[src/rtl/alu_pkg.sv]
// Shared encodings for the multi-cycle ALU: opcodes, compare-flag and status
// bit positions, and the sequencing FSM states.
package alu_pkg;

  localparam logic [3:0] OP_ADD  = 4'd0;
  localparam logic [3:0] OP_SUB  = 4'd1;
  localparam logic [3:0] OP_OR   = 4'd2;
  localparam logic [3:0] OP_AND  = 4'd3;
  localparam logic [3:0] OP_XOR  = 4'd4;
  localparam logic [3:0] OP_NOT  = 4'd5;
  localparam logic [3:0] OP_MUL  = 4'd6;
  localparam logic [3:0] OP_DIV  = 4'd7;
  localparam logic [3:0] OP_LOAD = 4'd8;
  localparam logic [3:0] OP_CMP  = 4'd9;
  localparam logic [3:0] OP_SHL  = 4'd10;
  localparam logic [3:0] OP_SHR  = 4'd11;
  localparam logic [3:0] OP_JMPA = 4'd12;
  localparam logic [3:0] OP_JMPR = 4'd13;

  localparam int CMP_EQ = 0;
  localparam int CMP_AZ = 1;
  localparam int CMP_BZ = 2;
  localparam int CMP_GT = 3;
  localparam int CMP_LT = 4;

  localparam int ST_CARRY = 0;
  localparam int ST_OVF   = 1;
  localparam int ST_DBZ   = 2;

  typedef enum logic [1:0] {
    S_IDLE = 2'd0,
    S_MUL  = 2'd1,
    S_DIV  = 2'd2
  } state_e;

endpackage

[src/rtl/alu_muldiv_iter.sv]
// Iterative shift-add multiplier / restoring divider working on operand
// magnitudes; done_o flags the last iteration with the sign-fixed result.
module alu_muldiv_iter
  import alu_pkg::*;
#(
  parameter int W = 16
) (
  input  logic         clk_i,
  input  logic         rst_i,
  input  logic         start_i,
  input  logic         signed_i,
  input  logic [3:0]   op_i,
  input  logic [W-1:0] a_i,
  input  logic [W-1:0] b_i,
  output logic         busy_o,
  output logic         done_o,
  output logic [W-1:0] hi_o,
  output logic [W-1:0] lo_o
);

  localparam int SW = $clog2(W);
  localparam logic [SW-1:0] LAST = SW'(W - 1);

  logic          busy_q, busy_d;
  logic          div_q, div_d;
  logic          neg_q, neg_d;
  logic          rneg_q, rneg_d;
  logic [SW-1:0] cnt_q, cnt_d;
  logic [W-1:0]  hi_q, hi_d;
  logic [W-1:0]  lo_q, lo_d;
  logic [W-1:0]  opb_q, opb_d;

  logic [W-1:0]   a_mag, b_mag, hi_n, lo_n;
  logic [W:0]     add, rem_sh, trial;
  logic [2*W-1:0] prod;

  assign a_mag = (signed_i && a_i[W-1]) ? -a_i : a_i;
  assign b_mag = (signed_i && b_i[W-1]) ? -b_i : b_i;

  // One iteration: hi:lo is the running product (MUL) or remainder:dividend
  // with quotient bits shifted in from the right (DIV).
  assign add    = {1'b0, hi_q} + (lo_q[0] ? {1'b0, opb_q} : '0);
  assign rem_sh = {hi_q, lo_q[W-1]};
  assign trial  = rem_sh - {1'b0, opb_q};

  always_comb begin
    if (div_q) begin
      hi_n = trial[W] ? rem_sh[W-1:0] : trial[W-1:0];
      lo_n = {lo_q[W-2:0], ~trial[W]};
    end else begin
      hi_n = add[W:1];
      lo_n = {add[0], lo_q[W-1:1]};
    end
  end

  assign prod = {hi_n, lo_n};

  always_comb begin
    if (div_q) begin
      lo_o = neg_q  ? -lo_n : lo_n;
      hi_o = rneg_q ? -hi_n : hi_n;
    end else begin
      {hi_o, lo_o} = neg_q ? -prod : prod;
    end
  end

  assign busy_o = busy_q;
  assign done_o = busy_q && (cnt_q == LAST);

  // NOTE: every next-state variable gets its hold value first so no latch is inferred.
  always_comb begin
    busy_d = busy_q;
    div_d  = div_q;
    neg_d  = neg_q;
    rneg_d = rneg_q;
    cnt_d  = cnt_q;
    hi_d   = hi_q;
    lo_d   = lo_q;
    opb_d  = opb_q;
    if (busy_q) begin
      hi_d  = hi_n;
      lo_d  = lo_n;
      cnt_d = cnt_q + 1'b1;
      if (cnt_q == LAST) busy_d = 1'b0;
    end else if (start_i) begin
      busy_d = 1'b1;
      cnt_d  = '0;
      div_d  = (op_i == OP_DIV);
      neg_d  = signed_i && (a_i[W-1] ^ b_i[W-1]);
      rneg_d = signed_i && a_i[W-1];
      hi_d   = '0;
      lo_d   = a_mag;
      opb_d  = b_mag;
    end
  end

  // NOTE: sequential state is updated with non-blocking assignments only.
  always_ff @(posedge clk_i) begin
    if (rst_i) begin
      busy_q <= 1'b0;
      div_q  <= 1'b0;
      neg_q  <= 1'b0;
      rneg_q <= 1'b0;
      cnt_q  <= '0;
      hi_q   <= '0;
      lo_q   <= '0;
      opb_q  <= '0;
    end else begin
      busy_q <= busy_d;
      div_q  <= div_d;
      neg_q  <= neg_d;
      rneg_q <= rneg_d;
      cnt_q  <= cnt_d;
      hi_q   <= hi_d;
      lo_q   <= lo_d;
      opb_q  <= opb_d;
    end
  end

endmodule

[src/rtl/alu_multicycle.sv]
// Parametrised ALU with valid/ready handshake: single-cycle ops complete in one
// clock, MUL/DIV are sequenced through the iterative datapath.
module alu_multicycle
  import alu_pkg::*;
#(
  parameter int W    = 16,
  parameter int IMMW = 8
) (
  input  logic            I_clk,
  input  logic            I_rst,
  input  logic            I_valid,
  output logic            O_ready,
  input  logic [4:0]      I_aluop,
  input  logic [W-1:0]    I_dataA,
  input  logic [W-1:0]    I_dataB,
  input  logic [IMMW-1:0] I_imm,
  output logic            O_valid,
  output logic [W-1:0]    O_dataResult,
  output logic [W-1:0]    O_dataHigh,
  output logic            O_shldBranch,
  output logic [2:0]      O_status
);

  localparam int SW = $clog2(W);

  state_e state_q, state_d;

  logic         valid_q, valid_d;
  logic [W-1:0] result_q, result_d;
  logic [W-1:0] high_q, high_d;
  logic         br_q, br_d;
  logic [2:0]   st_q, st_d;

  logic [3:0]          op;
  logic                mode, accept, iter_start, iter_busy, iter_done;
  logic [W-1:0]        iter_hi, iter_lo, res_c, high_c;
  logic                br_c;
  logic [2:0]          st_c;
  logic [W:0]          sum, diff;
  logic [SW-1:0]       sh;
  logic signed [W-1:0] sra;

  assign op         = I_aluop[4:1];
  assign mode       = I_aluop[0];
  assign O_ready    = (state_q == S_IDLE);
  assign accept     = I_valid && O_ready;
  // Divide-by-zero is resolved in one cycle and never starts the iterator.
  assign iter_start = accept && ((op == OP_MUL) || (op == OP_DIV && I_dataB != '0));

  assign sum  = {1'b0, I_dataA} + {1'b0, I_dataB};
  assign diff = {1'b0, I_dataA} - {1'b0, I_dataB};
  assign sh   = I_dataB[SW-1:0];
  assign sra  = $signed(I_dataA) >>> sh;

  alu_muldiv_iter #(.W(W)) u_iter (
    .clk_i    (I_clk),
    .rst_i    (I_rst),
    .start_i  (iter_start),
    .signed_i (mode),
    .op_i     (op),
    .a_i      (I_dataA),
    .b_i      (I_dataB),
    .busy_o   (iter_busy),
    .done_o   (iter_done),
    .hi_o     (iter_hi),
    .lo_o     (iter_lo)
  );

  always_comb begin
    res_c  = '0;
    high_c = '0;
    br_c   = 1'b0;
    st_c   = '0;
    case (op)
      OP_ADD: begin
        res_c           = sum[W-1:0];
        st_c[ST_CARRY]  = sum[W];
        st_c[ST_OVF]    = mode && (I_dataA[W-1] == I_dataB[W-1]) && (sum[W-1] != I_dataA[W-1]);
      end
      OP_SUB: begin
        res_c           = diff[W-1:0];
        st_c[ST_CARRY]  = diff[W];
        st_c[ST_OVF]    = mode && (I_dataA[W-1] != I_dataB[W-1]) && (diff[W-1] != I_dataA[W-1]);
      end
      OP_OR:   res_c = I_dataA | I_dataB;
      OP_AND:  res_c = I_dataA & I_dataB;
      OP_XOR:  res_c = I_dataA ^ I_dataB;
      OP_NOT:  res_c = ~I_dataA;
      OP_DIV: begin
        res_c        = '1;
        high_c       = I_dataA;
        st_c[ST_DBZ] = 1'b1;
      end
      OP_LOAD: res_c = mode ? (W'(I_imm) << (W - IMMW)) : W'(I_imm);
      OP_CMP: begin
        res_c[CMP_EQ] = (I_dataA == I_dataB);
        res_c[CMP_AZ] = (I_dataA == '0);
        res_c[CMP_BZ] = (I_dataB == '0);
        res_c[CMP_GT] = mode ? ($signed(I_dataA) > $signed(I_dataB)) : (I_dataA > I_dataB);
        res_c[CMP_LT] = mode ? ($signed(I_dataA) < $signed(I_dataB)) : (I_dataA < I_dataB);
      end
      OP_SHL:  res_c = I_dataA << sh;
      OP_SHR:  res_c = mode ? $unsigned(sra) : (I_dataA >> sh);
      OP_JMPA: begin
        res_c = mode ? I_dataA : W'(I_imm);
        br_c  = 1'b1;
      end
      OP_JMPR: begin
        res_c = I_dataA;
        br_c  = I_dataB[{mode, I_imm[SW-2:0]}];
      end
      default: ;
    endcase
  end

  always_comb begin
    state_d = state_q;
    case (state_q)
      S_IDLE:       if (iter_start) state_d = (op == OP_MUL) ? S_MUL : S_DIV;
      S_MUL, S_DIV: if (iter_done || !iter_busy) state_d = S_IDLE;
      default:      state_d = S_IDLE;
    endcase
  end

  always_comb begin
    valid_d  = 1'b0;
    result_d = result_q;
    high_d   = high_q;
    br_d     = br_q;
    st_d     = st_q;
    if (iter_done) begin
      valid_d  = 1'b1;
      result_d = iter_lo;
      high_d   = iter_hi;
      br_d     = 1'b0;
      st_d     = '0;
    end else if (accept && !iter_start) begin
      valid_d  = 1'b1;
      result_d = res_c;
      high_d   = high_c;
      br_d     = br_c;
      st_d     = st_c;
    end
  end

  always_ff @(posedge I_clk) begin
    if (I_rst) begin
      state_q  <= S_IDLE;
      valid_q  <= 1'b0;
      result_q <= '0;
      high_q   <= '0;
      br_q     <= 1'b0;
      st_q     <= '0;
    end else begin
      state_q  <= state_d;
      valid_q  <= valid_d;
      result_q <= result_d;
      high_q   <= high_d;
      br_q     <= br_d;
      st_q     <= st_d;
    end
  end

  assign O_valid      = valid_q;
  assign O_dataResult = result_q;
  assign O_dataHigh   = high_q;
  assign O_shldBranch = br_q;
  assign O_status     = st_q;

endmodule

[config.mk]
export PLATFORM = sky130hd
export DESIGN_NAME = alu_multicycle
export DESIGN_NICKNAME = d
export VERILOG_FILES = /design/src/rtl/alu_pkg.sv /design/src/rtl/alu_muldiv_iter.sv /design/src/rtl/alu_multicycle.sv
export SDC_FILE = /design/constraint.sdc
export NUM_CORES = 1
export LEC_CHECK = 0
export BUFFER_PORTS_ARGS = -buffer_cell sky130_fd_sc_hd__buf_2
export CAP_MARGIN = 10
export CORE_UTILIZATION = 40
export DETAILED_ROUTE_END_ITERATION = 12
export PLACE_DENSITY = 0.57
export SYNTH_ARGS = -nofsm -noshare
export SYNTH_HDL_FRONTEND = slang
export SYNTH_SLANG_ARGS = --single-unit
[constraint.sdc]
create_clock -name I_clk -period 4.8 [get_ports I_clk]
set_input_delay 0.48 -clock I_clk [delete_from_list [all_inputs] [get_ports I_clk]]
set_output_delay 0.48 -clock I_clk [all_outputs]
set_load 0.01 [all_outputs]
==> run_results.csv <==
group,metric,value,unit
sta,period_share,92.03,%
clock_network,cts_made_buffers,9,
clock_network,clk_pin_slew,0.07,ns
synth,synth-edff-count,0,
synth,netlist_top_cells_area,"dfxtp_1, ha_1, nor2_1, a21oi_1, o21ai_0",
synth,synth_top_cell_area_share,16.12,%
floorplan,die_w,173.8,um
route,drc_errors,0,
global_route,grt_first_pass_wirelength,77540,um
synth,synth_top_family_by_area,"compound AO/OA/AOI/OAI gates",
global_route,grt.total_usage,33.33,%
route,vias_per_cell,6.446,
synth,ys_top_cells_by_count,"nor2_1, a21oi_1, nand2_1",
sta,finalSetupTns,0,ns
route,wire_per_inst,24.38,um
sta,rsz0062_at_grt,"no",
clock_network,clock_sinks,95,
pwr,p_sw,1.093,mW
setup_path,arrival,4.68,ns
placement,port_buffers,85,
clock_network,holdBufCountCts,0,
sta,hold_viol,0,
pwr,swShare,39.60,%
synth,yosysWarnings,0,
clock_network,root_buffer,"clkbuf_16",
global_route,grt_pass1_vias,12380,
synth,yosysMostFrequentCell,"nor2_1",
clock_network,clock_latency,0.36,ns
pwr,power_frac_comb,39.5,%
placement,dp_hpwl,39520,um
floorplan,die_area,30190,sq um
synth,synthArstFlopShare,0,%
pwr,leakage,5.207,nW
pwr,p_total,2.761,mW
floorplan,initial_core_util,40.89,%
pwr,internal_power,1.668,mW
floorplan,die_h,173.8,um
pwr,clkPwrFrac,29.7,%
sta,setup_viol,0,
sta,slew_headroom,25.29,%
sta,period_minus_slack,4.417,ns
synth,synth_compound_area_share,32.47,%
floorplan,coreArea,28860,sq um
layout,final_layout_size_suffix_gt1_share,12.47,%
layout,n_antenna_cell,0,
synth,ys_seq_area_share,16.12,%
floorplan,rows,62,
worst_hold_path,hold_path_class,"flop to flop",
global_route,antenna_found_initial,0,
clock_network,cts_buffer_depth,2,
setup_path,start_kind,"flop",
sta,fmax,226.4,MHz
route,detail-route-antenna-nets,0,
synth,synth_mux_area_share,6.107,%
run_status,outcome,"completed",
synth,synth_fp_nets,1814,
synth,synth_seq_cells,95,
placement,routabilityCongestion,1.001,
clock_network,htree_levels,3,
sta,tightest_slew,1.117,ns
setup_path,path_max_fanout,6,
synth,ys_types,86,
sta,final_max_slew_viol_count,0,
global_route,grt_max_degree,84,
pwr,p_per_area,212.9,nW/um^2
layout,fin_cells,2092,
synth,synthFlopType,"dfxtp_1",
route,drt_wl_total,51010,um
synth,synth_area,11800,sq um
route,first_pass_iters,5,
layout,syn_to_final_growth,9.902,%
synth,synth_cells,1675,
clock_network,postCtsSetupBuffers,0,
route,dr_total_vias,13490,
clock_network,cts_tree,"done",
setup_path,critPathKind,"flop to flop",
job,cap_violations,0,
pwr,pwr-share-seq,30.8,%
synth,synth_xor_area_share,5.344,%
synth,synth.avg_cell_area,7.046,sq um
route,first_iter_violations,1717,
synth,synth_adder_area_share,9.902,%
synth,synth-simple-area-share,23.53,%
placement,dp.cells,2076,
setup_path,end_kind,"flop",
sta,skew,0.01199,ns
pwr,ir_worst_vdd,0.1723,mV
setup_path,cp.required,5.07,ns
global_route,overflow,0,
sta,hold_slack,0.4696,ns
floorplan,io_pins,86,
layout,final_nets,1842,
layout,filler_cell_count,3086,
synth,synth.largest_area_cell,"dfxtp_1",
## cell families after synthesis
logic type                 count (synthesis)
and+or+nand+nor                          587
AOI/OAI and AO/OA                        569
buffers and inverters                    204
DFF                                       95
adders and majority gates                 91
xor gates and xnor gates                  72
muxes                                     57
## per-layer routing
layer / up-vias / GRT usage (%) / part of all wire (%)
li1: 6239 / - / -
met1: 6412 / 46.16 / 43
met2: 715 / 51.03 / 43
met3: 119 / 4.561 / 8.6
met4: 0 / 15.20 / 4.7
met5: - / 0 / 0
## final cells by class
cell class | count | area, sq um | area share, %
Sequential cell | 95 | 1903 | 14.67
Multi-Input combinational cell | 1376 | 9141 | 70.48
Tap cell | 384 | 480.5 | 3.704
Timing Repair Buffer | 132 | 778.2 | 6.000
Inverter | 89 | 334.1 | 2.576
Clock buffer | 10 | 239.0 | 1.843
Clock inverter | 6 | 93.84 | 0.7235
## power by group through the flow
stage          clock network [mW]  logic, mW  registers (mW)
3_5_place_dp                    0       1.05           0.869
5_1_grt                     0.862       1.16           0.856
2_1_floorplan                   0      0.688           0.871
4_1_cts                     0.824       1.06           0.851
3_3_place_gp                    0       1.05           0.868
6_report                    0.820       1.09           0.851
## critical path: stages, from the launching register on
cell	delay, ns
dfxtp_1	0.33
inv_1	0.06
ha_1	0.21
fa_1	0.38
nand2b_1	0.20
a21oi_2	0.22
o21ai_2	0.15
o221a_4	0.34
nand4_1	0.14
a21boi_2	0.20
ha_1	0.17
o21ai_0	0.11
nand2b_1	0.17
a2111o_1	0.38
nand2b_1	0.22
nor2_1	0.19
o21ai_1	0.16
o31ai_1	0.27
xnor2_1	0.16
nor2_1	0.06
a311oi_1	0.23
## what timing repair did
item | 4_1_cts | 5_1_grt
resized for setup | 0 | 3
endpoints found under the hold margin | 0 | 0
setup endpoints to repair | 0 | 5
## flip-flops by register name, summed over array words and instances, names as in the netlist, 2 cells and up
register	flops
u_iter.opb_q	16
O_dataResult	16
u_iter.lo_q	16
u_iter.hi_q	16
state_q	2
O_dataHigh	16
u_iter.cnt_q	4
O_status	3
## metrics by stage
step	utilization [%]	setup WS, ns	cell area (sq um)
6_report	44.94	0.3828	12970
5_1_grt	44.94	0.06986	12970
4_1_cts	44.93	0.1822	12970
3_5_place_dp	43.78	0.1888	12630
3_3_place_gp	43.78	0.2639	12630
2_1_floorplan	-	0.5151	11800
## worst paths after layout
path	from	to	slack (ns)	cells past startpoint
max reg2reg	u_iter.lo_q[15]$_SDFFE_PP0P_	O_dataHigh[4]$_SDFFE_PP0P_	0.38	20
min	u_iter.opb_q[15]$_SDFFE_PP0P_	u_iter.opb_q[15]$_SDFFE_PP0P_	0.47	2
max	u_iter.lo_q[15]$_SDFFE_PP0P_	O_dataHigh[4]$_SDFFE_PP0P_	0.38	20
min reg2reg	u_iter.opb_q[15]$_SDFFE_PP0P_	u_iter.opb_q[15]$_SDFFE_PP0P_	0.47	2
## placed cells by master (no fill, tap or decap), drive strengths merged, types with 20 or more instances in the layout
cell type and instances:
mux2i 30, ha 87, and3 20, o21ai 119
a211oi 62, a31oi 30, nor3 58, nand2 133
inv 89, a221oi 30, xnor2 56, buf 132
o211ai 27, nor2 203, and2 23, dfxtp 95
nand3 49, a21oi 145
Power figures use the tool's default switching activity.
